File: src/rtl/hazard_ctrl.sv
// hazard_ctrl
//   Hazard controller for a 5-stage RV32I pipeline. It does three jobs:
//   - Chooses the forwarding source for each E-stage ALU operand.
//   - Generates stall and flush controls for the pipeline registers.
//     The triggers are a load-use hazard, a taken branch resolved in E,
//     and a multi-cycle data-memory access in M.
//   - Keeps saturating counters of stall cycles and branch flushes.
//
// Parameters
//   MEM_LAT  extra wait cycles per memory op in M (0 = single-cycle memory)
//   CNT_W    width of the performance counters
//
// Ports
//   clk, rst                  clock (rising edge), synchronous active-high reset
//   Rs1D, Rs2D                source registers of the instruction in D
//   Rs1E, Rs2E                source registers of the instruction in E
//   RdE, RdM, RdW             destination registers in E / M / W
//   LoadE                     instruction in E is a load
//   RegWriteM, RegWriteW      instruction in M / W writes the register file
//   PCSrcE                    taken branch/jump resolved in E
//   MemAccessM                instruction in M is a load or store
//   StallF, StallD            hold PC / hold F|D register
//   StallE, StallM            hold D|E / E|M register
//   FlushD, FlushE, FlushW    clear F|D / D|E / M|W register
//   ForwardAE, ForwardBE      operand source: 00 RF, 01 ResultW, 10 ALUResultM
//   StallCnt, FlushCnt        saturating stall-cycle / branch-flush counters
module hazard_ctrl #(
  parameter int MEM_LAT = 0,
  parameter int CNT_W   = 32
) (
  input  logic             clk,
  input  logic             rst,
  input  logic [4:0]       Rs1D,
  input  logic [4:0]       Rs2D,
  input  logic [4:0]       Rs1E,
  input  logic [4:0]       Rs2E,
  input  logic [4:0]       RdE,
  input  logic [4:0]       RdM,
  input  logic [4:0]       RdW,
  input  logic             LoadE,
  input  logic             RegWriteM,
  input  logic             RegWriteW,
  input  logic             PCSrcE,
  input  logic             MemAccessM,
  output logic             StallF,
  output logic             StallD,
  output logic             FlushD,
  output logic             FlushE,
  output logic             StallE,
  output logic             StallM,
  output logic             FlushW,
  output logic [1:0]       ForwardAE,
  output logic [1:0]       ForwardBE,
  output logic [CNT_W-1:0] StallCnt,
  output logic [CNT_W-1:0] FlushCnt
);

  localparam int WCNT_W = (MEM_LAT > 0) ? $clog2(MEM_LAT + 1) : 1;
  localparam logic [WCNT_W-1:0] WCNT_INIT = (MEM_LAT > 0) ? WCNT_W'(MEM_LAT - 1) : '0;
  localparam bit HAS_LAT = (MEM_LAT != 0);

  localparam logic [0:0] S_RUN  = 1'b0;
  localparam logic [0:0] S_WAIT = 1'b1;

  logic [0:0]        state_q, state_d;
  logic [WCNT_W-1:0] wcnt_q, wcnt_d;
  logic [CNT_W-1:0]  stall_cnt_q, stall_cnt_d;
  logic [CNT_W-1:0]  flush_cnt_q, flush_cnt_d;
  logic              lw_stall;
  logic              mem_stall;

  // M has priority over W: it holds the younger value of the register.
  // x0 is never forwarded.
  function automatic logic [1:0] fwd_sel(input logic [4:0] rs, input logic [4:0] rd_m,
                                         input logic we_m, input logic [4:0] rd_w,
                                         input logic we_w);
    if (we_m && rd_m != 5'd0 && rd_m == rs)      return 2'b10;
    else if (we_w && rd_w != 5'd0 && rd_w == rs) return 2'b01;
    else                                         return 2'b00;
  endfunction

  function automatic logic [CNT_W-1:0] sat_inc(input logic [CNT_W-1:0] v, input logic en);
    return (en && v != '1) ? v + CNT_W'(1) : v;
  endfunction

  assign lw_stall = LoadE && RdE != 5'd0 && (RdE == Rs1D || RdE == Rs2D);

  // Memory-wait FSM. Entering WAIT with MEM_LAT-1 makes the op sit in M
  // for exactly MEM_LAT stalled cycles. The cycle where wcnt reaches 0
  // releases the pipeline.
  always_comb begin
    state_d   = state_q;
    wcnt_d    = wcnt_q;
    mem_stall = 1'b0;
    case (state_q)
      S_RUN: begin
        mem_stall = MemAccessM && HAS_LAT;
        if (mem_stall) begin
          state_d = S_WAIT;
          wcnt_d  = WCNT_INIT;
        end
      end
      default: begin
        mem_stall = (wcnt_q != '0);
        if (mem_stall) wcnt_d = wcnt_q - WCNT_W'(1);
        else           state_d = S_RUN;
      end
    endcase
  end

  // While E is frozen by a memory stall, lwStall and PCSrcE describe a
  // stale E instruction. They are ignored until the pipeline moves again.
  always_comb begin
    StallF    = 1'b0;
    StallD    = 1'b0;
    StallE    = 1'b0;
    StallM    = 1'b0;
    FlushD    = 1'b1;
    FlushE    = 1'b1;
    FlushW    = 1'b1;
    ForwardAE = 2'b00;
    ForwardBE = 2'b00;
    if (!rst) begin
      ForwardAE = fwd_sel(Rs1E, RdM, RegWriteM, RdW, RegWriteW);
      ForwardBE = fwd_sel(Rs2E, RdM, RegWriteM, RdW, RegWriteW);
      if (mem_stall) begin
        StallF = 1'b1;
        StallD = 1'b1;
        StallE = 1'b1;
        StallM = 1'b1;
        FlushD = 1'b0;
        FlushE = 1'b0;
        FlushW = 1'b1;
      end else begin
        StallF = lw_stall;
        StallD = lw_stall;
        FlushD = PCSrcE;
        FlushE = lw_stall || PCSrcE;
        FlushW = 1'b0;
      end
    end
  end

  assign stall_cnt_d = sat_inc(stall_cnt_q, lw_stall || mem_stall);
  assign flush_cnt_d = sat_inc(flush_cnt_q, PCSrcE && !mem_stall);

  always_ff @(posedge clk) begin
    if (rst) begin
      state_q     <= S_RUN;
      wcnt_q      <= '0;
      stall_cnt_q <= '0;
      flush_cnt_q <= '0;
    end else begin
      state_q     <= state_d;
      wcnt_q      <= wcnt_d;
      stall_cnt_q <= stall_cnt_d;
      flush_cnt_q <= flush_cnt_d;
    end
  end

  assign StallCnt = stall_cnt_q;
  assign FlushCnt = flush_cnt_q;

endmodule

File: config.mk
export PLATFORM = sky130hd
export DESIGN_NAME = hazard_ctrl
export DESIGN_NICKNAME = d
export VERILOG_FILES = /design/src/rtl/hazard_ctrl.sv
export SDC_FILE = /design/constraint.sdc
export NUM_CORES = 1
export LEC_CHECK = 0
export ABC_AREA = 0
export BUFFER_PORTS_ARGS = -buffer_cell sky130_fd_sc_hd__buf_4
export CAP_MARGIN = 15
export CELL_PAD_IN_SITES_DETAIL_PLACEMENT = 1
export CELL_PAD_IN_SITES_GLOBAL_PLACEMENT = 1
export CORE_ASPECT_RATIO = 1.1
export CORE_MARGIN = 3
export CORE_UTILIZATION = 37
export DETAILED_ROUTE_END_ITERATION = 8
export HOLD_SLACK_MARGIN = 0.06
export MAX_ROUTING_LAYER = met4
export PLACE_DENSITY = 0.88
export SLEW_MARGIN = 10
export SYNTH_ARGS = -nofsm -noshare
export SYNTH_HDL_FRONTEND = slang
export SYNTH_SLANG_ARGS = --single-unit
File: constraint.sdc
create_clock -name clk -period 2.35 [get_ports clk]
set_input_delay 0.1175 -clock clk [delete_from_list [all_inputs] [get_ports clk]]
set_output_delay 0.1175 -clock clk [all_outputs]
set_load 0.1 [all_outputs]
* Word-level counts from Yosys, hierarchy flattened
Cells that the tools add are included.
Word-level totals: flip-flop bits (word level) 66, bits of input ports 42, output and inout bits 75, word-level logic and storage cells 53
Cells by class: add/sub/neg operators 3, equality and inequality tests 8, multiplexer cells 18, bitwise gates (word level) 1, reductions and logical operators 19
Operator list (count):
- 32-bit by 1-bit adder with 32-bit output (second input constant) | 2
- 32-bit inequality test (second input constant) | 2
- 5-bit equality test | 6
- 5-bit nonzero test | 3
- 1-bit two-way mux | 14
- 1-bit logical AND | 11
- 2-bit two-way mux | 4
- 1-bit logical OR | 3
- 2-bit OR reduction | 1
- 1-bit zero test | 1
- 1-bit NOT | 1
- 1-bit subtractor (second input constant) | 1

* Depth between registers and ports, before layout
depth after elaboration 6, depth in mapped cells 8, depth with buffers taken out 7

* Worst setup path after synthesis
No wires, ideal clock.
path kind input port to output port, start in RdM[1], end out ForwardAE[0], data arrival time 3.973 ns, data required time 2.233 ns, slack -1.741 ns, stages 4, buffers on the path 0, cells stage by stage or4_1 -> o21ai_0 -> nor3_1 -> nor4_1
On the way: word-level cells in the longest chain between the ends 5, elaborated cells on any way between the ends 6, classes of those cells 1 x eq/ne; 2 x mux; 3 x reduce/logical
RTL lines:
- start, declared | line 38 | input logic [4:0] RdM,
- 5-bit nonzero test | line 77 | if (we_m && rd_m != 5'd0 && rd_m == rs) return 2'b10;
- 1-bit logical AND | line 77
- 1-bit logical AND (*) | line 77
- 2-bit two-way mux (*) | line 77
- 2-bit two-way mux (*) | line 123 | if (!rst) begin
- end, declared | line 52 | output logic [1:0] ForwardAE,
Mark *: on every way between the ends. The rest lies on a longest branch, timed or not.

* Worst setup path after layout
start reg stall_cnt_q[2] (netlist: StallCnt[2]), end reg stall_cnt_q[20] (netlist: StallCnt[20])
On the way: word-level cells in the longest chain between the ends 2, elaborated cells on any way between the ends 3, classes of those cells 1 x add/sub; 1 x eq/ne; 1 x reduce/logical
RTL lines:
- start, declared | line 67 | logic [CNT_W-1:0] stall_cnt_q, stall_cnt_d;
- start signal, assigned | line 156 | stall_cnt_q <= stall_cnt_d;
- branches (longest 2 deep; another with 32-bit by 1-bit adder with 32-bit output)
Several ways; the timed one is not identified. A chain may end at the register's enable or synchronous reset.

==> qor.yml <==
drive_above_1_share: 0.377
holdBufCountCts: 0
finalInstanceArea_um2: 4980
path_cells: "and4_4, and4_4, and3_4, or4b_4, or3_1, a21oi_1"
cts_tree: "yes"
cpLargestDelayFamily: "simple AND/OR/NAND/NOR gates"
p_switching_uw: 640
io_pins: 117
synth_edf_count: 0
final_cell_mix: "126 x buf_4, 55 x nor2_1, 52 x dfxtp_2, 37 x xor2_1, 31 x xnor2_1"
start_kind: "register"
synth_cells: 445
antenna_found_initial: 0
pwr-share-seq: 0.479
start_util: 0.382
clk_latency_ns: 0.35
track_usage: 0.221
min_from: "PCSrcE"
slew_headroom: 0.450
stdcell_count: 687
cp.required_ns: 2.61
drtAntennaViolNets: 0
drt_iter0_markers: 106
cp_common_cell: "and4_4"
p_comb_frac: 0.131
yosysWarnings: 0
drv_cap: 0
rsz0062_at_grt: "false"
grt_pass1_vias: 3998
vias: 3819
crit_fanout: 10
r2r_start: "StallCnt[2]"
power_density_nw_per_um2: 456
arrival_ns: 2.49
worstMarginPinSlew_ns: 0.825
grt_pass1_wl_um: 19100
avgSynthCellArea_um2: 8.11
fin_skew_ns: 0.0164
swShare: 0.282
vias_per_cell: 5.56
hold_viol_final: 0
crit_buf_inv: 0
nets: 609
end_kind: "register"
ys_seq_elements: 64
cts_sinks: 64
peakVddDrop_uv: 257
clk_path_buf_depth: 2
mostFrequentLayoutCell: "buf_4"
status: "complete, no violations"
fin_ws_ns: 0.119
rows: 37
cts_root_buf: "clkbuf_8"
die_h_um: 110
fin_crit_sh: 0.949
hold_ws_ns: 0.185
drc: 0
insertedDiodeCount: 0
cts_inserted_buffers: 9
placed_cells: 671
place_area_um2: 4770
dieArea_um2: 11000
period_needed_ns: 2.23
hold_path.class: "input pin to register"
hpwl_um: 9120
synthFlopType: "dfxtp_1"
wl_um: 11600
critPathMaxStageDelay_ns: 0.54
grt_max_degree: 77
routedWlPerCell_um: 16.9
synth_cell_type_count: 46
area_delta_synth_final_pct: 38.0
ys_seq_area_frac: 0.355
power.leakage_uw: 0.00187
fmax_mhz: 448
cts-htree-levels: 3
place_congestion: 0.917
fp.dieW_um: 100
startpoint: "StallCnt[2]"
crit_type: "register to register"
async_flop_share: 0
clkTransAtPathRegs_ns: 0.07
postCtsSetupRepairBufs: 0
power.internal_uw: 1630
post-route-util: 0.527
crit_slowest_cell: "or4b_4"
dr.pass1.iters: 4
post-place-ws_ns: 0.0387
grt_remaining_overflow: 0
final_max_slew_viol_count: 0
port_buffers: 113
core_region_area_um2: 9440
setup_viol: 0
clockPowerShare: 0.390
synth_area_um2: 3610
path summary, 6_finish.rpt:
check                  to  slack (ns)  cells past startpoint
min reg2reg   FlushCnt[1]        0.50                      2
max          StallCnt[20]        0.12                      6
min          FlushCnt[22]        0.18                      4
max reg2reg  StallCnt[20]        0.12                      6
stage by stage:
step	total power, uW	setup TNS, ns
floorplan	1290	-0.439
global placement	1400	0
detailed placement	1410	0
CTS	2300	0
global route	2370	0
finish	2270	0
worst min-delay path, stage by stage:
cell and delay, ns:
buf_4 0.14, nand4_1 0.09, xor2_1 0.07, nor2_1 0.07
power by group through the flow:
stage                     clock network [uW]  registers, uW  logic (uW)
after floorplan                            0           1140         151
after global placement                     0           1110         286
after detailed placement                   0           1110         298
after CTS                                913           1090         298
after global routing                     963           1090         318
final                                    886           1090         297
per-layer routing:
metal	wire length [um]	GRT usage	vias up
met5	0	-	-
li1	-	-	1846
met3	583	0.0438	23
met1	4470	0.229	1853
met2	6290	0.412	97
met4	251	0.0828	0
cell type report:
cell class	instances	area (um2)
Timing Repair Buffer	126	946
Inverter	4	15.0
Sequential cell	64	1370
Clock inverter	5	30.0
Tap cell	117	146
Clock buffer	11	153
Fill cell	1190	4470
Multi-Input combinational cell	360	2320
kinds of logic after synthesis:
| group | share of synthesized area |
|---|---|
| buf+inv | 0.0274 |
| simple gates | 0.345 |
| flops | 0.355 |
| compound gates | 0.0839 |
| fa+ha+maj | 0.00693 |
| other cells | 0.00104 |
| mux | 0.0153 |
| xor+xnor | 0.165 |
flip-flops by register name (all words and copies together), names as in the netlist:
name,flops
FlushCnt,32
StallCnt,32
repair_timing:
action | in CTS | in global routing
resized for setup | 0 | 3
endpoints found under the setup margin | 0 | 6
endpoints found under the hold margin | 0 | 0
synthesized netlist by cell type (all sizes together), types with 2 or more instances:
cell type  instances  area share
o21ai             19       0.026
nor3b              4      0.0083
buf                6       0.011
or4                7       0.015
o211ai             2      0.0042
nor2b              6       0.010
nand2b             4      0.0069
and3              10       0.017
or3               16       0.028
ha                 2      0.0069
inv                4      0.0042
a21oi             19       0.026
o31ai              2      0.0042
nor3              17       0.024
mux2               4       0.012
nor2              56       0.058
and2               2      0.0035
and4               9       0.023
xor2              37       0.090
nor4b              4      0.0097
nor4              12       0.021
nand3             28       0.039
a31o               2      0.0049
dfxtp             64        0.36
clkbuf            12       0.012
nand4             25       0.043
xnor2             31       0.075
nand2             28       0.029
(Power assumes the default switching activity.)
